===== config.mk =====
export PLATFORM = sky130hd
export DESIGN_NAME = fifo_wr_arbiter
export DESIGN_NICKNAME = d
export VERILOG_FILES = /design/src/rtl/fifo_wr_arbiter_pkg.sv /design/src/rtl/rr_next_sel.sv /design/src/rtl/fifo_wr_arbiter.sv
export SDC_FILE = /design/constraint.sdc
export NUM_CORES = 1
export LEC_CHECK = 0
export ABC_AREA = 1
export CAP_MARGIN = 10
export CORE_MARGIN = 4
export CORE_UTILIZATION = 29
export CTS_BUF_LIST = sky130_fd_sc_hd__clkbuf_4 sky130_fd_sc_hd__clkbuf_8 sky130_fd_sc_hd__clkbuf_16
export CTS_CLUSTER_DIAMETER = 200
export DETAILED_ROUTE_END_ITERATION = 7
export PLACE_DENSITY_LB_ADDON = 0.12
export SYNTH_ARGS = -nofsm -noshare
export SYNTH_HDL_FRONTEND = slang
export SYNTH_SLANG_ARGS = --single-unit

===== constraint.sdc =====
create_clock -name clk_wr -period 4.8 [get_ports clk_wr]
set_clock_uncertainty 0.15 [all_clocks]
set_input_delay 0.48 -clock clk_wr [delete_from_list [all_inputs] [get_ports clk_wr]]
set_output_delay 0.48 -clock clk_wr [all_outputs]
set_load 0.02 [all_outputs]

===== src/rtl/fifo_wr_arbiter_pkg.sv =====
// Shared types for the FIFO write-port arbiter.
package fifo_wr_arbiter_pkg;

  typedef enum logic {
    ST_IDLE = 1'b0,
    ST_OWN  = 1'b1
  } arb_state_e;

endpackage


===== src/rtl/rr_next_sel.sv =====
// Round-robin successor search: first set bit of req after ptr, wrapping; falls back to ptr.
module rr_next_sel #(
  parameter int NUM_REQ = 4,
  parameter int REQ_W   = $clog2(NUM_REQ)
) (
  input  logic [NUM_REQ-1:0] req,
  input  logic [REQ_W-1:0]   ptr,
  output logic [REQ_W-1:0]   sel,
  output logic               found
);

  int unsigned      idx;
  logic [REQ_W-1:0] cand;

  always_comb begin
    sel   = ptr;
    found = 1'b0;
    idx   = 0;
    cand  = '0;
    // Offset NUM_REQ lands back on ptr itself, so a lone requester re-selects itself.
    for (int unsigned k = 1; k <= NUM_REQ; k++) begin
      idx  = (32'(ptr) + k) % NUM_REQ;
      cand = REQ_W'(idx);
      if (!found && req[cand]) begin
        sel   = cand;
        found = 1'b1;
      end
    end
  end

endmodule


===== src/rtl/fifo_wr_arbiter.sv =====
// Round-robin arbiter for the async_fifo write port: one owner at a time, bursts capped at
// MAX_BURST beats, grants gated by full, data forwarded combinationally.
module fifo_wr_arbiter
  import fifo_wr_arbiter_pkg::*;
#(
  parameter int WIDTH     = 8,
  parameter int NUM_REQ   = 4,
  parameter int MAX_BURST = 4,
  localparam int REQ_W    = $clog2(NUM_REQ)
) (
  input  logic                     clk_wr,
  input  logic                     rst,
  input  logic [NUM_REQ-1:0]       req,
  input  logic [NUM_REQ*WIDTH-1:0] req_data,
  input  logic                     full,
  output logic [NUM_REQ-1:0]       gnt,
  output logic                     wr_en,
  output logic [WIDTH-1:0]         wdata,
  output logic [REQ_W-1:0]         owner,
  output logic                     busy,
  output logic                     stall
);

  localparam int CNT_W = $clog2(MAX_BURST + 1);
  localparam logic [CNT_W-1:0] LAST_BEAT = CNT_W'(MAX_BURST - 1);
  localparam logic [REQ_W-1:0] LAST_INIT = REQ_W'(NUM_REQ - 1);

  arb_state_e       state, state_nxt;
  logic [REQ_W-1:0] last, last_nxt, owner_nxt;
  logic [REQ_W-1:0] ptr, sel;
  logic [CNT_W-1:0] beat_cnt, beat_cnt_nxt;
  logic             found, xfer, leave;
  logic [WIDTH-1:0] slice [NUM_REQ];

  // One search serves both states: from last when idle, from the owner when handing over.
  assign ptr = (state == ST_OWN) ? owner : last;

  rr_next_sel #(
    .NUM_REQ (NUM_REQ),
    .REQ_W   (REQ_W)
  ) u_rr_next_sel (
    .req   (req),
    .ptr   (ptr),
    .sel   (sel),
    .found (found)
  );

  always_comb begin
    for (int unsigned i = 0; i < NUM_REQ; i++) begin
      slice[i] = req_data[i*WIDTH +: WIDTH];
    end
  end

  always_comb begin
    gnt   = '0;
    wr_en = 1'b0;
    wdata = '0;
    busy  = 1'b0;
    stall = 1'b0;
    xfer  = 1'b0;
    if (state == ST_OWN) begin
      busy       = 1'b1;
      xfer       = req[owner] & ~full;
      stall      = req[owner] & full;
      gnt[owner] = xfer;
      wr_en      = |(req & gnt);
      wdata      = wr_en ? slice[owner] : '0;
    end
  end

  always_comb begin
    state_nxt    = state;
    owner_nxt    = owner;
    last_nxt     = last;
    beat_cnt_nxt = beat_cnt;
    leave        = 1'b0;
    case (state)
      ST_IDLE: begin
        if (found) begin
          owner_nxt    = sel;
          beat_cnt_nxt = '0;
          state_nxt    = ST_OWN;
        end
      end
      ST_OWN: begin
        leave = ~req[owner] | (xfer & (beat_cnt == LAST_BEAT));
        if (xfer) begin
          beat_cnt_nxt = beat_cnt + 1'b1;
        end
        if (leave) begin
          last_nxt     = owner;
          beat_cnt_nxt = '0;
          if (found) begin
            owner_nxt = sel;
          end else begin
            state_nxt = ST_IDLE;
          end
        end
      end
      default: state_nxt = ST_IDLE;
    endcase
  end

  always_ff @(posedge clk_wr) begin
    if (!rst) begin
      state    <= ST_IDLE;
      owner    <= '0;
      last     <= LAST_INIT;
      beat_cnt <= '0;
    end else begin
      state    <= state_nxt;
      owner    <= owner_nxt;
      last     <= last_nxt;
      beat_cnt <= beat_cnt_nxt;
    end
  end

endmodule


# == After elaboration in Yosys (flattened, before gate mapping) ==
# Index checks and enable logic that the tools add are counted.
# op_classes
n_addsub,5
multipliers,0
n_div,0
magnitude_cmp,7
eq_ne,4
n_shift,0
muxes,41
bitwise_logic,10
n_reduce_logical,10
# op_table
operator,count
$mux 8,4
$bmux 8 s2,1
$mux 1,16
$lt 2x3->1 const B,5
$mux 2,7
$bmux 1 s2,5
$mux 3,3
$and 4x4->4,2
$pmux 3 s2,1
$add 2x1->2 const B,2
$add 2x2->2 const B,2
$logic_and 1x1->1,4
$mux 4,1
$pmux 2 s2,1
$reduce_and 2->1,2
$reduce_or 4->1,1
$add 3x1->3 const B,1
$and 1x1->1,3
$eq 3x2->1 const B,1
$ge 3x3->1 const B,1
$logic_not 1->1,3
$ne 3x1->1 const B,1
$not 1->1,3
$not 2->3,1
6 further kinds,6
# totals
reg_bits,8
latchBits,0
mem_bits_rw,0
romBits,0
in_bits,39
output_inout_bits,17
elab_cells,81
mem_count,0

# == Logic depth before layout (Yosys ltp) ==
# Gate-level depths: netlist of run 1.
# logic_depth
word_depth,17
depth_mapped,15
ltp_nobuf,14

# == Modules after synthesis ==
# Synthesis of run 1 repeated with hierarchy kept, for this count alone.
# hier_totals
hier_cells,171
area_unflattened_um2,1062.3
# by_module_without_submodules
module,instances,cells_each,area_each_um2,seq_area_each_um2
fifo_wr_arbiter,1,125,830.8,160.2
rr_next_sel,1,46,231.5,0.0

# == Worst setup path after synthesis of run 1 ==
# No wires, ideal clock.
# synth_path
kind,register to output
startpoint,reg owner[0]
endpoint,out wdata[0]
arrival_ps,2046
t_required_ps,4170
path_slack_ps,2124
path_stages_with_launch,11
path_buffers,2
cell_sequence,dfxtp_1 > buf_6 > inv_2 > nor2_4 > nand2_1 > o2111ai_2 > nand2_1 > nor2_1 > inv_2 > buf_2 > a31oi_1
# synth_via
elab_chain_len,9
elab_cells_between_ends,17
cone_classes,2 x order compare; 9 x mux; 4 x bitwise; 2 x reduce/logical
# synth_lines
element,line_no,text
from (decl),fifo_wr_arbiter.sv:19,"output logic [REQ_W-1:0] owner,"
from (signal assigned),fifo_wr_arbiter.sv:112,owner <= owner_nxt;
$lt 2x3->1 (implied by the code) / $ge 2x1->1 (equally long branches),fifo_wr_arbiter.sv:65,gnt[owner] = xfer;
$logic_and 1x1->1 (implied by the code),fifo_wr_arbiter.sv:65,
$mux 1 (implied by the code),fifo_wr_arbiter.sv:65,
$demux 1 s2,fifo_wr_arbiter.sv:65,
$and 4x4->4 (no source line),n/a,
$and 4x4->4,fifo_wr_arbiter.sv:66,wr_en = |(req & gnt);
$reduce_or 4->1,fifo_wr_arbiter.sv:66,
$mux 8 (*),fifo_wr_arbiter.sv:67,wdata = wr_en ? slice[owner] : '0;
$mux 8 (*),fifo_wr_arbiter.sv:61,if (state == ST_OWN) begin
to (decl),fifo_wr_arbiter.sv:18,"output logic [WIDTH-1:0] wdata,"
# Every way passes the cells marked *; elsewhere a longest branch is shown, timed or not. The select of a mux whose other input is x is not followed.

# == Worst setup path in the final report of run 1 ==
# layout_path
startpoint,reg owner[0]
endpoint,out wdata[6]
# Same word-level chain as after synthesis.

==> reports/qor.txt, run 1 <==
Status: complete, no violations
Mapped Area: 997 um^2
First-pass GRT wire length: 5580 um
Die X: 66.6 um
Area contributors post-synth: nand2_1 (22%), dfxtp_1 (16%), nand2_2 (7.5%)
Setup bufs post-CTS: 0
Crit-path max FO: 12
Routed wire per std cell: 12.5 um
Ports: 56
Total power: 0.635 mW
Die Y-Extent: 66.6 um
Syn Nets: 209
Final Max Slew Viols: 0
CP Launch Type: flip-flop
FF+latch count, synth: 8
Syn Inst Count: 168
Register area share after synthesis: 0.161
Worst Path Arrival: 2.58 ns
WHS: 0.329 ns
Max frequency: 311 MHz
Clock Tree Root: clkbuf_4
Die area: 4440 um^2
Post-CTS Resized: 0
Sink Count: 8
Maximum vdd drop: 0.161 mV
Final setup vio count: 0
Number of fill cells: 339
Number of buffers created by CTS: 3
DRC: 0
Number of core rows: 21
Cell-by-cell trace of the critical path: inv_2 > nor2_4 > nand2_1 > o2111ai_2 > nand2_1 > nor2_1 > inv_2 > a31oi_1 > clkdlybuf4s50_1
Post-synthesis xor/xnor area fraction: 0
PwrDens: 400 nW/um^2
Post-synthesis compound-gate area fraction: 0.213
Number of global-route vias before repair: 1274
Worst-path clk slew: 0.05 ns
Hpwl dp: 2780 um
Largest family of logic cells by synthesized area: simple AND/OR/NAND/NOR gates
Slew at the pin closest to its max-slew limit: 0.418 ns
Via density: 4.72
Core box area: 3340 um^2
Fraction of layout cells with a size suffix above 1: 0.131
Max Buffers Root-to-Sink: 2
Antenna violations before repair: 0
# nets final: 265
Gpl congestion: 0.838
Setup CP Type: flip-flop to output pin
CP bufs+invs: 3
Adder-Cell Fraction of Synth Area: 0.0251
Max stage delay cell, worst path: clkdlybuf4s50_1
Hold buffer count at cts: 0
CTS H-Tree Depth: 1
Antenna cells: 0
Post-synthesis cell type with the largest combined area: nand2_1
IO buf count: 55
DRT Pass-1 Iters: 4
Setup crit end kind: output pin
Leakage power: 0.697 nW
Starting Density: 0.299
Latest clock arrival within the worst-skew pair: 0.25 ns
Final WL: 3340 um
Worst min-delay path class: flip-flop to flip-flop
Post-synthesis cell type count: 28
Average size of a mapped cell: 5.94 um^2
Max_cap viols: 0
Yosys Warn Count: 0
Final worst-path cycle share: 0.670
Grt ovf: 0
Data required time of the worst path: 4.17 ns
Fin crit period: 3.21 ns
Area Growth Syn to Fin: 59.3%
Gr usage total: 0.159
Crit-path leading delay family: buffers and inverters
CP peak stage delay: 0.64 ns
RSZ-0062 raised after global routing: false
Largest net degree at the start of global routing: 13
Mux cell area share after synthesis: 0
Area share of the largest cell type after synthesis: 0.222
Max-slew headroom: 0.721
CTS tree: yes
First DRT Iteration DRCs: 103
Synth Area in Simple Gates: 0.477
Setup TNS: 0 ns
Final ANT Viol Nets: 0
Hold Vio Cnt, Final: 0
Vias: 1264
==> cells in the mapped netlist (all sizes together) <==
| cell type | instances |
|---|---|
| nand2 | 72 |
| inv | 22 |
| nor2 | 12 |
| nand3 | 10 |
| a31oi | 9 |
| a22oi | 8 |
| dfxtp | 8 |
| a21oi | 5 |
| buf | 4 |
| nor3 | 4 |
| o21ai | 4 |
| ha | 2 |
| o221ai | 2 |
| or2 | 2 |
| nand4 | 1 |
| o2111ai | 1 |
| o211ai | 1 |
| o31ai | 1 |
==> tightest hold or removal path, stage by stage (launching register included) <==
cell and delay (ns):
dfxtp_1 0.32, a21oi_1 0.04, nor2_1 0.08
==> final cells by class <==
cell class,count,area [um^2],share of cell area
multi-input cells,134,713,0.449
well taps,46,57.6,0.0362
inverters,22,85.1,0.0535
flip-flops and latches,8,160,0.101
clock buffers,3,22.5,0.0142
repair buffers,55,551,0.346
==> where the power goes <==
part	switching, mW	leakage [nW]	internal (mW)
clock network	0.0206	0.0138	0.0285
registers	0.0327	0.0662	0.0862
logic	0.286	0.617	0.181
total	0.340	0.697	0.296
==> worst paths after layout <==
kind / start / endpoint / slack (ns) / depth (start not counted)
worst max-delay path: owner[0]$_SDFFE_PN0P_ / wdata[6] / 1.59 / 9
worst min-delay path: beat_cnt[2]$_SDFFE_PN0P_ / beat_cnt[2]$_SDFFE_PN0P_ / 0.33 / 2
worst max register to register: owner[0]$_SDFFE_PN0P_ / beat_cnt[0]$_SDFFE_PN0P_ / 2.68 / 11
worst min register to register: beat_cnt[2]$_SDFFE_PN0P_ / beat_cnt[2]$_SDFFE_PN0P_ / 0.33 / 2
==> layer usage <==
layer  part of all wire  track usage
met1               0.43        0.179
met2               0.52        0.307
met3              0.047       0.0270
met4             0.0027       0.0305
met5                  0            0
==> layout by cell type (no fill, tap or decap), types with 2 or more instances in the layout <==
cell	instances
nand2_1	59
clkdlybuf4s50_1	55
inv_1	16
nand2_2	12
nand3_1	10
nor2_1	9
a31oi_1	9
a22oi_1	8
dfxtp_1	8
inv_2	5
a21oi_1	5
o21ai_1	3
clkbuf_4	3
nor2_4	2
nor3_1	2
o221ai_1	2
or2_1	2
ha_1	2
==> through the flow <==
step           cells  utilization  cell area [um^2]  setup WS (ns)
6_report         268        0.476              1590           1.59
4_1_cts          268        0.476              1590           1.56
2_1_floorplan    168            -               997           2.12
3_5_place_dp     265        0.469              1570           1.66
3_3_place_gp     265        0.469              1570           1.73
5_1_grt          268        0.476              1590           1.37
==> cell families after synthesis <==
kind of cell / Yosys count
simple gates: 101
compound gates: 31
buf+inv: 26
flops: 8
fa+ha+maj: 2
==> registers in the layout, summed over array words and instances, names as in the netlist <==
signal	flops
beat_cnt	3
last	2
owner	2
state	1
(Power assumes the default switching activity.)
==> run 2: changes to the inputs <==
Clock period 4.8 ns to 2.7 ns, I/O delays scaled along.
==> run 2 against run 1 <==
  * First-iteration DRC count is 38% lower
  * Die area stayed put
  * Utilization is 1.6 points higher
  * Via count is 2.4% higher
  * Count of clock-buffer cells in the layout stayed put
  * Combinational power is 92% higher
  * Sequential share of layout area is 0.32 points lower
  * Final cell count is 2.6% higher
  * Hold slack better by 0.025 ns
  * Global-route usage is 0.87 points higher
  * Critical path depth is 1 lower
  * Critical path type unchanged
  * Largest cell class unchanged
==> reports/qor.txt, run 2 (same netlist as run 1, synthesis figures left out) <==
Latest clock arrival within the worst-skew pair: 0.25 ns (about the same)
Clock Tree Root: clkbuf_4 (unchanged)
Top Registers: beat_cnt: 3 flops, last: 2 flops, owner: 2 flops (unchanged)
Setup crit end kind: output pin (unchanged)
Setup bufs post-CTS: 0 (unchanged)
IO buf count: 55 (unchanged)
Max-slew headroom: 0.752 (was 0.721)
Grt met1 use: 0.191 (was 0.179)
Max FFs per register: 3 (unchanged)
Final Max Slew Viols: 0 (unchanged)
Die X: 66.6 um (unchanged)
Final setup vio count: 0 (unchanged)
CP Launch Type: flip-flop (unchanged)
DRT Pass-1 Iters: 4 (unchanged)
Number of fill cells: 337 (was 339)
Die area: 4440 um^2 (unchanged)
Starting Density: 0.299 (unchanged)
Status: complete, no violations (unchanged)
Routed wire per std cell: 12.3 um (was 12.5 um)
Largest net degree at the start of global routing: 13 (unchanged)
Leakage power: 0.801 nW (was 0.697 nW)
Hold buffer count at cts: 0 (unchanged)
Hold Vio Cnt, Final: 0 (unchanged)
Final ANT Viol Nets: 0 (unchanged)
Max frequency: 398 MHz
Data required time of the worst path: 2.28 ns (was 4.17 ns)
CTS H-Tree Depth: 1 (unchanged)
Most common cell after layout, fill and taps aside: nand2_1 (unchanged)
Number of global-route vias before repair: 1288 (was 1274)
# nets final: 272 (was 265)
Largest Register: beat_cnt (unchanged)
Antenna violations before repair: 0 (unchanged)
Area Growth Syn to Fin: 64.6% (was 59.3%)
Final worst-path cycle share: 0.931
Grt ovf: 0 (unchanged)
Worst reg2reg startpoint: state$_SDFF_PN0_ (was owner[0]$_SDFFE_PN0P_)
Vias: 1294 (was 1264)
Fraction of layout cells with a size suffix above 1: 0.157 (was 0.131)
RSZ-0062 raised after global routing: false (unchanged)
Number of buffers created by CTS: 3 (unchanged)
First-pass GRT wire length: 5810 um (was 5580 um)
Worst Setup SP: owner[1]$_SDFFE_PN0P_ (was owner[0]$_SDFFE_PN0P_)
Most frequent cells in the layout: nand2_1 (59), clkdlybuf4s50_1 (43), inv_1 (16) (was nand2_1 (59), clkdlybuf4s50_1 (55), inv_1 (16))
Placed Area: 1620 um^2 (was 1570 um^2)
CP endpoint: wr_en (was wdata[6])
Die Y-Extent: 66.6 um (unchanged)
Fin crit period: 2.51 ns
Gpl congestion: 0.791 (was 0.838)
Worst min-delay path class: flip-flop to flip-flop (unchanged)
Worst Path Arrival: 2.09 ns (was 2.58 ns)
Hpwl dp: 2880 um (was 2780 um)
Number of core rows: 21 (unchanged)
DRC: 0 (unchanged)
Crit-path max FO: 6 (was 12)
Worst-path clk slew: 0.05 ns (about the same)
Setup slack, reg-to-reg: 0.64 ns (was 2.68 ns)
Final Instance Area: 1640 um^2 (was 1590 um^2)
Ports: 56 (unchanged)
Global-route met2 utilization: 0.317 (was 0.307)
Core box area: 3340 um^2 (unchanged)
Max Buffers Root-to-Sink: 2 (unchanged)
RR Endpoint: beat_cnt[1]$_SDFFE_PN0P_ (was beat_cnt[0]$_SDFFE_PN0P_)
Setup CP Type: flip-flop to output pin (unchanged)
PwrDens: 718 nW/um^2 (was 400 nW/um^2)
Maximum vdd drop: 0.379 mV (was 0.161 mV)
Final WL: 3380 um (was 3340 um)
Via density: 4.71 (was 4.72)
CTS tree: yes (unchanged)
Met3 Track Usage GR: 0.0354 (was 0.0270)
Slew at the pin closest to its max-slew limit: 0.370 ns (was 0.418 ns)
Sink Count: 8 (unchanged)
Setup TNS: 0 ns (unchanged)
Max_cap viols: 0 (unchanged)
R2R depth: 11 (unchanged)
Gr usage total: 0.167 (was 0.159)
Fin util: 0.492 (was 0.476)
First DRT Iteration DRCs: 64 (was 103)
Antenna cells: 0 (unchanged)
Most used routing layer: met2 (unchanged)
[run 2: repair_timing]
action / 4_1_cts / 5_1_grt
resized for setup: 11 / 2
endpoints found under the setup margin: 11 / 3
gates cloned: 0 / 0
[run 2: power breakdown]
group / total, mW / switching [mW] / internal, mW
Sequential: 0.193 / 0.0397 / 0.153
Clock: 0.0888 / 0.0381 / 0.0507
Combinational: 0.897 / 0.538 / 0.359
[run 2: layout make-up]
class	count	area [um^2]	area share
repair buffers	62	592	0.361
flip-flops and latches	8	160	0.0976
clock buffers	3	22.5	0.0137
multi-input cells	134	724	0.441
well taps	46	57.6	0.0351
inverters	22	85.1	0.0518
[run 2: worst max-delay path, cell delays in order, from the launching register on]
cell and delay [ns]:
dfxtp_1 0.37, buf_4 0.18, nor2_2 0.12, nand2_1 0.09, o2111ai_4 0.13, nand2_1 0.07
nor2_1 0.16, buf_4 0.13, clkdlybuf4s50_1 0.59
[run 2: through the flow]
| step | setup slack, ns | std cells | hold slack [ns] | total power [mW] |
|---|---|---|---|---|
| finish | 0.185 | 275 | 0.354 | 1.18 |
| global route | 0.0236 | 275 | 0.391 | 1.31 |
| CTS | 0.0106 | 275 | 0.364 | 1.18 |
| detailed placement | -0.0109 | 272 | 0.353 | 1.10 |
| global placement | 0.0465 | 272 | 0.316 | 1.09 |
| floorplan | 0.234 | 168 | 0.199 | 0.819 |
[run 2: per-layer routing]
| metal | part of all wire | vias to the layer above |
|---|---|---|
| met5 | 0 | - |
| met4 | 0.0027 | 0 |
| met3 | 0.034 | 2 |
| met2 | 0.52 | 20 |
| met1 | 0.45 | 591 |
| li1 | - | 681 |
[run 2: worst min path at each step]
stage                     cells after the start                  endpoint                     start
after floorplan                               1      last[0]$_SDFFE_PN1P_                       rst
after global placement                        2  beat_cnt[2]$_SDFFE_PN0P_  beat_cnt[2]$_SDFFE_PN0P_
after detailed placement                      2  beat_cnt[0]$_SDFFE_PN0P_  beat_cnt[0]$_SDFFE_PN0P_
after CTS                                     2  beat_cnt[0]$_SDFFE_PN0P_  beat_cnt[0]$_SDFFE_PN0P_
after global routing                          2  beat_cnt[2]$_SDFFE_PN0P_  beat_cnt[2]$_SDFFE_PN0P_
final                                         2  beat_cnt[2]$_SDFFE_PN0P_  beat_cnt[2]$_SDFFE_PN0P_
